## src/rtl/decode_imm_stage.sv

```systemverilog
// Decode stage: classifies RV32I opcodes, builds the immediate, registers it into D/E.
// Latency: one cycle from input acceptance to o_valid; no combinational i_in_* -> o_* path.
// Backpressure: valid/ready both sides; optional 1-entry skid keeps full rate with a registered ready.

package decode_imm_pkg;

  typedef logic [31:0] inst_t;
  typedef logic [31:0] word_t;

  typedef enum logic [2:0] {
    IMM_TYPE_I   = 3'd0,
    IMM_TYPE_S   = 3'd1,
    IMM_TYPE_B   = 3'd2,
    IMM_TYPE_U   = 3'd3,
    IMM_TYPE_J   = 3'd4,
    IMM_TYPE_CSR = 3'd5
  } imm_type_e;

  localparam logic [6:0] OP_LUI    = 7'b0110111;
  localparam logic [6:0] OP_AUIPC  = 7'b0010111;
  localparam logic [6:0] OP_JAL    = 7'b1101111;
  localparam logic [6:0] OP_JALR   = 7'b1100111;
  localparam logic [6:0] OP_BRANCH = 7'b1100011;
  localparam logic [6:0] OP_LOAD   = 7'b0000011;
  localparam logic [6:0] OP_STORE  = 7'b0100011;
  localparam logic [6:0] OP_IMM    = 7'b0010011;
  localparam logic [6:0] OP_REG    = 7'b0110011;
  localparam logic [6:0] OP_FENCE  = 7'b0001111;
  localparam logic [6:0] OP_SYSTEM = 7'b1110011;

endpackage

// Immediate generator: reassembles the immediate for the selected format.
// Latency: purely combinational.
// Backpressure: none; i_en low forces a clean zero.
module decode_imm_gen
  import decode_imm_pkg::*;
(
  input  logic [31:7] i_inst_hi,
  input  imm_type_e   i_type,
  input  logic        i_en,
  output word_t       o_imm
);

  // Format-specific bit shuffling and sign extension
  always_comb begin
    o_imm = '0;
    if (i_en) begin
      case (i_type)
        IMM_TYPE_I:   o_imm = {{20{i_inst_hi[31]}}, i_inst_hi[31:20]};
        IMM_TYPE_S:   o_imm = {{20{i_inst_hi[31]}}, i_inst_hi[31:25], i_inst_hi[11:7]};
        IMM_TYPE_B:   o_imm = {{19{i_inst_hi[31]}}, i_inst_hi[31], i_inst_hi[7],
                               i_inst_hi[30:25], i_inst_hi[11:8], 1'b0};
        IMM_TYPE_U:   o_imm = {i_inst_hi[31:12], 12'h000};
        IMM_TYPE_J:   o_imm = {{11{i_inst_hi[31]}}, i_inst_hi[31], i_inst_hi[19:12],
                               i_inst_hi[20], i_inst_hi[30:21], 1'b0};
        IMM_TYPE_CSR: o_imm = {27'd0, i_inst_hi[19:15]};
        default:      o_imm = '0;
      endcase
    end
  end

endmodule

// Decode/immediate stage between fetch and execute.
// Latency: accepted at edge N, visible on o_* after edge N.
// Backpressure: SKID_EN=1 ready = !skid_valid (registered); SKID_EN=0 ready = !o_valid | i_ready.
module decode_imm_stage
  import decode_imm_pkg::*;
#(
  parameter int PC_W    = 32,
  parameter bit SKID_EN = 1'b1
) (
  input  logic            i_clk,
  input  logic            i_rst,
  input  logic            i_flush,
  input  logic            i_in_valid,
  output logic            o_in_ready,
  input  inst_t           i_in_inst,
  input  logic [PC_W-1:0] i_in_pc,
  output logic            o_valid,
  input  logic            i_ready,
  output inst_t           o_inst,
  output logic [PC_W-1:0] o_pc,
  output word_t           o_imm,
  output imm_type_e       o_imm_type,
  output logic            o_imm_used,
  output logic            o_illegal
);

  typedef struct packed {
    logic [PC_W-1:0] pc;
    inst_t           inst;
    word_t           imm;
    imm_type_e       imm_type;
    logic            imm_used;
    logic            illegal;
  } entry_t;

  imm_type_e dec_type;
  logic      dec_used;
  logic      dec_illegal;
  word_t     dec_imm;
  entry_t    dec_entry;
  logic      in_fire;

  entry_t main_q, main_d;
  logic   main_vld_q, main_vld_d;

  // Opcode classification; an illegal word never reports an immediate
  always_comb begin
    dec_type    = IMM_TYPE_I;
    dec_used    = 1'b0;
    dec_illegal = 1'b0;
    case (i_in_inst[6:0])
      OP_LUI, OP_AUIPC: begin
        dec_type = IMM_TYPE_U;
        dec_used = 1'b1;
      end
      OP_JAL: begin
        dec_type = IMM_TYPE_J;
        dec_used = 1'b1;
      end
      OP_BRANCH: begin
        dec_type = IMM_TYPE_B;
        dec_used = 1'b1;
      end
      OP_STORE: begin
        dec_type = IMM_TYPE_S;
        dec_used = 1'b1;
      end
      OP_JALR, OP_LOAD, OP_IMM, OP_FENCE: begin
        dec_type = IMM_TYPE_I;
        dec_used = 1'b1;
      end
      OP_REG: begin
        dec_used = 1'b0;
      end
      OP_SYSTEM: begin
        if (i_in_inst[14]) begin
          dec_type = IMM_TYPE_CSR;
          dec_used = 1'b1;
        end else if (i_in_inst[13:12] != 2'b00) begin
          dec_type = IMM_TYPE_I;
          dec_used = 1'b1;
        end
      end
      default: dec_illegal = 1'b1;
    endcase
    // Compressed-space encodings are not supported by this stage
    if (i_in_inst[1:0] != 2'b11) begin
      dec_illegal = 1'b1;
    end
    if (dec_illegal) begin
      dec_type = IMM_TYPE_I;
      dec_used = 1'b0;
    end
  end

  decode_imm_gen u_imm_gen (
    .i_inst_hi (i_in_inst[31:7]),
    .i_type    (dec_type),
    .i_en      (dec_used),
    .o_imm     (dec_imm)
  );

  assign dec_entry = '{pc:       i_in_pc,
                       inst:     i_in_inst,
                       imm:      dec_imm,
                       imm_type: dec_type,
                       imm_used: dec_used,
                       illegal:  dec_illegal};

  assign in_fire = i_in_valid & o_in_ready;

  generate
    if (SKID_EN) begin : g_skid
      entry_t skid_q, skid_d;
      logic   skid_vld_q, skid_vld_d;

      assign o_in_ready = !skid_vld_q;

      // Two-slot steering: main drains first, skid catches input while main is stalled
      always_comb begin
        main_d     = main_q;
        main_vld_d = main_vld_q;
        skid_d     = skid_q;
        skid_vld_d = skid_vld_q;
        if (i_flush) begin
          main_vld_d = 1'b0;
          skid_vld_d = 1'b0;
        end else if (!main_vld_q || i_ready) begin
          if (skid_vld_q) begin
            main_d     = skid_q;
            main_vld_d = 1'b1;
            skid_vld_d = 1'b0;
          end else begin
            main_vld_d = in_fire;
            if (in_fire) begin
              main_d = dec_entry;
            end
          end
        end else if (in_fire) begin
          skid_d     = dec_entry;
          skid_vld_d = 1'b1;
        end
      end

      // Skid slot storage
      always_ff @(posedge i_clk or posedge i_rst) begin
        if (i_rst) begin
          skid_q     <= '0;
          skid_vld_q <= 1'b0;
        end else begin
          skid_q     <= skid_d;
          skid_vld_q <= skid_vld_d;
        end
      end
    end else begin : g_noskid
      assign o_in_ready = !main_vld_q | i_ready;

      // Single slot: load on accept, empty on consume, flush wins
      always_comb begin
        main_d     = main_q;
        main_vld_d = main_vld_q;
        if (i_flush) begin
          main_vld_d = 1'b0;
        end else if (in_fire) begin
          main_d     = dec_entry;
          main_vld_d = 1'b1;
        end else if (i_ready) begin
          main_vld_d = 1'b0;
        end
      end
    end
  endgenerate

  // D/E pipeline register
  always_ff @(posedge i_clk or posedge i_rst) begin
    if (i_rst) begin
      main_q     <= '0;
      main_vld_q <= 1'b0;
    end else begin
      main_q     <= main_d;
      main_vld_q <= main_vld_d;
    end
  end

  assign o_valid    = main_vld_q;
  assign o_inst     = main_q.inst;
  assign o_pc       = main_q.pc;
  assign o_imm      = main_q.imm;
  assign o_imm_type = main_q.imm_type;
  assign o_imm_used = main_q.imm_used;
  assign o_illegal  = main_q.illegal;

endmodule

```

## config.mk

```make
export PLATFORM = sky130hd
export DESIGN_NAME = decode_imm_stage
export DESIGN_NICKNAME = d
export VERILOG_FILES = /design/src/rtl/decode_imm_stage.sv
export SDC_FILE = /design/constraint.sdc
export NUM_CORES = 1
export LEC_CHECK = 0
export CORE_AREA = 2 2 169 105
export CTS_BUF_LIST = sky130_fd_sc_hd__clkbuf_16
export DETAILED_ROUTE_END_ITERATION = 12
export DIE_AREA = 0 0 171 107
export PLACE_DENSITY_LB_ADDON = 0.1
export SYNTH_ARGS = -nofsm -noshare
export SYNTH_HDL_FRONTEND = slang
export SYNTH_SLANG_ARGS = --single-unit
```

## constraint.sdc

```tcl
create_clock -name i_clk -period 13.35 [get_ports i_clk]
set_input_delay 3.3375 -clock i_clk [delete_from_list [all_inputs] [get_ports i_clk]]
set_output_delay 3.3375 -clock i_clk [all_outputs]
set_load 0.03 [all_outputs]
```

# After elaboration in Yosys (flattened, before gate mapping)
# Cells that the tools add are included.
dict set report op_classes {
  addsub 0
  multipliers 0
  div 0
  magnitude_cmp 0
  eq_ne 17
  shift 0
  n_mux 19
  bitwise_logic 3
  reduce_logical 13
}
# op n
set ops {}
lappend ops {{$mux W101} 2}
lappend ops {{$pmux W32 S6} 1}
lappend ops {{$mux W32} 1}
lappend ops {{$eq A7 B7 Y1 const B} 4}
lappend ops {{$eq A7 B6 Y1 const B} 3}
lappend ops {{$pmux W3 S5} 1}
lappend ops {{$eq A7 B5 Y1 const B} 2}
lappend ops {{$mux W1} 11}
lappend ops {{$reduce_or A11 Y1} 1}
lappend ops {{$reduce_or A9 Y1} 1}
lappend ops {{$eq A7 B2 Y1 const B} 1}
lappend ops {{$eq A7 B4 Y1 const B} 1}
lappend ops {{$eq A3 B2 Y1 const B} 2}
lappend ops {{$eq A3 B3 Y1 const B} 2}
lappend ops {{$mux W3} 2}
lappend ops {{$reduce_and A3 Y1} 2}
lappend ops {{$reduce_bool A2 Y1} 3}
lappend ops {{$eq A3 B1 Y1 const B} 1}
lappend ops {{$logic_not A3 Y1} 1}
lappend ops {{$reduce_bool A3 Y1} 1}
lappend ops {{$logic_not A1 Y1} 2}
lappend ops {{$ne A2 B2 Y1 const B} 1}
lappend ops {{$not A1 Y1} 2}
lappend ops {{$pmux W1 S2} 1}
lappend ops {{3 further kinds} 3}
dict set report totals {
  regBits 204
  latch_bits 0
  ramBits 0
  romBits 0
  input_bits 69
  output_inout_bits 103
  mem_count 0
}

# Longest topological paths before layout
dict set report depth {
  ltp_word 10
  depth_mapped 8
  depth_no_buf 5
}

# Hierarchy
# From an unflattened synthesis, not the netlist that was laid out.
dict set report unflattened {
  hier_cells 1012
  hier_area_um2 9302.7
}
# mod n_inst cells_each area_per_inst_um2 seq_area_each_um2
set by_module_without_submodules {}
lappend by_module_without_submodules {decode_imm_stage 1 901 8667.1 5104.9}
lappend by_module_without_submodules {decode_imm_gen 1 111 635.6 0.0}

# Worst setup path before layout
# Ideal clock, no wire load.
dict set report synth_timing {
  path_type {in2reg}
  from {input i_in_inst[6]}
  to {register g_skid.skid_q[17] in the netlist's numbering}
  setup_time_ns 0.092
  arrival_time_ns 4.815
  required_time_ns 13.258
  slack_ns 8.443
  stages 8
  path_buffers 3
  path_cell_list {buf_6 or3b_1 a2111o_1 o21ai_2 nor2b_2 buf_6 buf_12 o31ai_2}
}
dict set report synth_between {
  elab_chain_cells 8
}
# item line
set synth_lines {}
lappend synth_lines {{from (decl)} 79} ;# input inst_t i_in_inst,
lappend synth_lines {{$eq A7 B7 Y1, or another cell as far along} 115} ;# case (i_in_inst[6:0])
lappend synth_lines {{$reduce_or A11 Y1 (no source line)} --}
lappend synth_lines {{$mux W1} 115}
lappend synth_lines {{$mux W1} 151} ;# if (i_in_inst[1:0] != 2'b11) begin
lappend synth_lines {{$mux W3} 154} ;# if (dec_illegal) begin
lappend synth_lines {{$eq A3 B3 Y1, or another cell as far along} 49} ;# case (i_type)
lappend synth_lines {{$pmux W32 S6} 49}
lappend synth_lines {{$mux W32 (*)} 48} ;# if (i_en) begin
lappend synth_lines {{to (signal assigned)} 215} ;# skid_q <= skid_d;
lappend synth_lines {{to (decl)} 178} ;# entry_t skid_q, skid_d;
# Mark *: on every way between the ends. The rest lies on a longest branch, timed or not.
# A chain may end at the register's enable or synchronous reset.

# Worst setup path in the final report
dict set report layout_timing {
  from {input i_in_inst[4]}
  to {register main_q, in the netlist o_imm[20]}
}
dict set report layout_between {
  elab_chain_cells 10
}
# item line
set layout_lines {}
lappend layout_lines {{$eq A7 B7 Y1, or another cell as far along} 115}
lappend layout_lines {{$reduce_or A11 Y1 (no source line)} --}
lappend layout_lines {{$mux W1} 115}
lappend layout_lines {{$mux W1} 151}
lappend layout_lines {{$mux W3} 154}
lappend layout_lines {{$eq A3 B3 Y1, or another cell as far along} 49}
lappend layout_lines {{$pmux W32 S6} 49}
lappend layout_lines {{$mux W32 (*)} 48}
lappend layout_lines {{$mux W101 (*)} 199} ;# if (in_fire) begin
lappend layout_lines {{$mux W101 (*)} 193} ;# if (skid_vld_q) begin
lappend layout_lines {{to (signal assigned)} 244} ;# main_q <= main_d;
lappend layout_lines {{to (decl)} 107} ;# entry_t main_q, main_d;
# Mark *: on every way between the ends. The rest lies on a longest branch, timed or not. The select of a mux whose other input is x is not followed.

==> metrics <==
status=completed; clock power share=33.3%; gr ovfl total=0; antenna viol nets, final=0; switching part of the total=29.4%; CP Max Fanout=21; total track usage=24.3%; Critical Path RT=13.74 ns; vias in the first global route=6738; 1st-iter DRT viols=665; unrepaired setup endpoints after global routing=false; Die Area=18300 µm²; cell area after layout=11400 µm²; Die X=171 µm; Core ar.=16800 µm²; routability cong.=0.807; crit path kind=input port to flip-flop; CTS Hold Bufs=0; Max Freq=174 MHz; WL final=22.0 mm; initial core utilization=54.0%; antenna diode count=0; EDFF count, synth=0; commonest non-fill, non-tap cell in the layout=nand2_1; Layout Nets=1140; Synth Instances=939; final clock skew=0.0171 ns; layout cell share with drive strength beyond 1=6.45%; Post-Route Setup TNS=0 ns; Synth Area in Compound Gates=14.1%; port bufs=171; Max Cap Violations=0; post-synthesis mux area share=7.56%; Synth cell types=53; Final Max Slew Viols=0; Tcrit/Tclk final=43.1%; main combinational cell family by area after synthesis=simple AND/OR/NAND/NOR gates; Max transition margin=20.8%; Post-Syn Area=9050 µm²; post-synthesis sequential area ratio=56.4%; initial antenna violation count=0; Remaining DRCs=0; Post-Synth XOR/XNOR Area=0%; FILL cells=1378; TritonCTS clock tree=built; largest net degree at the start of global routing=126; flops & latches, synth=204; type of origin of the critical path=input port; P_sw=0.492 mW; Post-Synth Adder-Cell Area=0%; Clock transition at path regs=0.06 ns; Least-Margin Pin Slew=1.18 ns; H-tree depth=1; setup violators final=0; simple-gate share of the synthesized area=17.4%; worst min path class=flip-flop to flip-flop; maximum clock path buffer count=3; hpwl dp=13.7 mm; P&R area growth vs syn=25.9%; DR WL/cell=16.7 µm; Main synth FF type=dfrtp_1; Comb power frac=20.9%; root buf cell=clkbuf_16; commonest non-fill, non-tap cells in the layout=nand2_1 (302), dfrtp_1 (203), clkdlybuf4s50_1 (171); Leakage=5.14 nW; row count=37; Ys Warns=0; Net Count, Synth=1008; die height=107 µm; worst path arrival time=6.15 ns; Final Util=68.0%; power share of the sequential group=45.8%; cts repair resizes=0; Post-synth ARST share=100%; final hold vios=0; TritonCTS buffer count=20; PwrDens=147 nW/µm²; TritonRoute pass-1 iters=5; internal power=1.18 mW; Vias=7112; clock latency on the worst-skew pair=0.49 ns; DP Area=10800 µm²; Min Clock Period, post-route=5.76 ns; Crit. End Element=flip-flop; Syn Area/Cell=9.64 µm²; Ports=172; first-pass GRT wire length=35.6 mm; vias per cell=5.39; CTS sink cnt=204; worst vdd ir=0.112 mV; post-CTS setup buffer count=0
-- logic make-up (layout without fill, tap and decap cells) --
| group | after synthesis | count (layout) |
|---|---|---|
| mux | 68 | 68 |
| buf+inv | 75 | 221 |
| simple gates | 382 | 382 |
| flops | 204 | 204 |
| compound gates | 210 | 210 |
-- cell usage after synthesis, drive strengths merged (2+ instances only) --
| cell type | instances | area (µm²) |
|---|---|---|
| nor2 | 35 | 131 |
| dfrtp | 204 | 5100 |
| nor3 | 4 | 30.0 |
| and4 | 2 | 17.5 |
| nand3 | 7 | 35.0 |
| inv | 6 | 22.5 |
| or2b | 2 | 16.3 |
| buf | 16 | 128 |
| a21oi | 55 | 275 |
| and3 | 12 | 75.1 |
| mux2 | 3 | 33.8 |
| o31ai | 19 | 193 |
| a221o | 6 | 60.1 |
| mux2i | 65 | 651 |
| nand2 | 303 | 1140 |
| and2 | 2 | 13.8 |
| o22ai | 21 | 156 |
| nor2b | 2 | 15.0 |
| a21o | 2 | 16.3 |
| nand4 | 2 | 12.5 |
| o21ai | 97 | 489 |
| clkbuf | 52 | 245 |
| nor3b | 5 | 37.5 |
-- power groups by stage --
stage | sequential, mW | clock, mW | combinational (mW)
final | 0.765 | 0.556 | 0.349
after detailed placement | 0.775 | 0 | 0.351
after global routing | 0.776 | 0.593 | 0.380
after floorplan | 0.852 | 0 | 0.121
after global placement | 0.773 | 0 | 0.344
after CTS | 0.766 | 0.569 | 0.352
-- layout make-up --
cell class	instances	area (µm²)	area share, %
clock buffer	21	526	4.61
inverter	6	30.0	0.263
tap	234	293	2.57
clock inverter	15	119	1.04
multi-input combinational	660	3550	31.2
sequential	204	5110	44.8
timing repair buffer	179	1770	15.5
-- final timing paths --
path / startpoint / endpoint / slack (ns) / cells past startpoint
worst max register to register: g_skid.skid_vld_q / o_inst[1] / 10.39 / 4
max in group asynchronous: i_rst / g_skid.skid_vld_q / 8.31 / 3
worst min-delay path: o_pc[3] / o_pc[3] / 0.48 / 2
worst min register to register: o_pc[3] / o_pc[3] / 0.48 / 2
worst max-delay path: i_in_inst[4] / o_imm[20] / 7.59 / 6
min in group asynchronous: i_rst / o_pc[12] / 3.40 / 2
-- sequential cells by signal (all words and copies together), names as in the netlist --
name,flops
o_valid,1
o_illegal,1
o_imm_type,3
o_pc,32
o_imm_used,1
g_skid.skid_q,101
o_inst,32
g_skid.skid_vld_q,1
o_imm,32
-- metrics by stage --
step / power, mW / hold slack (ns) / setup slack [ns] / std cells
after floorplan: 0.973 / 0.440 / 4.45 / 939
after global placement: 1.12 / 0.453 / 7.25 / 1283
after detailed placement: 1.13 / 0.463 / 7.16 / 1283
after CTS: 1.69 / 0.477 / 7.67 / 1319
after global routing: 1.75 / 0.492 / 7.38 / 1319
final: 1.67 / 0.475 / 7.59 / 1319
-- critical path, cell delays in order --
cell and delay (ns):
clkdlybuf4s50_1 0.77, or2b_2 0.37, a21o_2 0.23, o211ai_1 0.78
nand2_4 0.37, o22ai_1 0.28
-- layer usage --
layer	wire [µm]	part of all wire (%)	GRT usage [%]
met5	0	0	0
met4	307	1.4	4.90
met3	1670	7.6	4.72
met2	9400	43	36.0
met1	10600	48	37.5
Power figures use the tool's default switching activity.
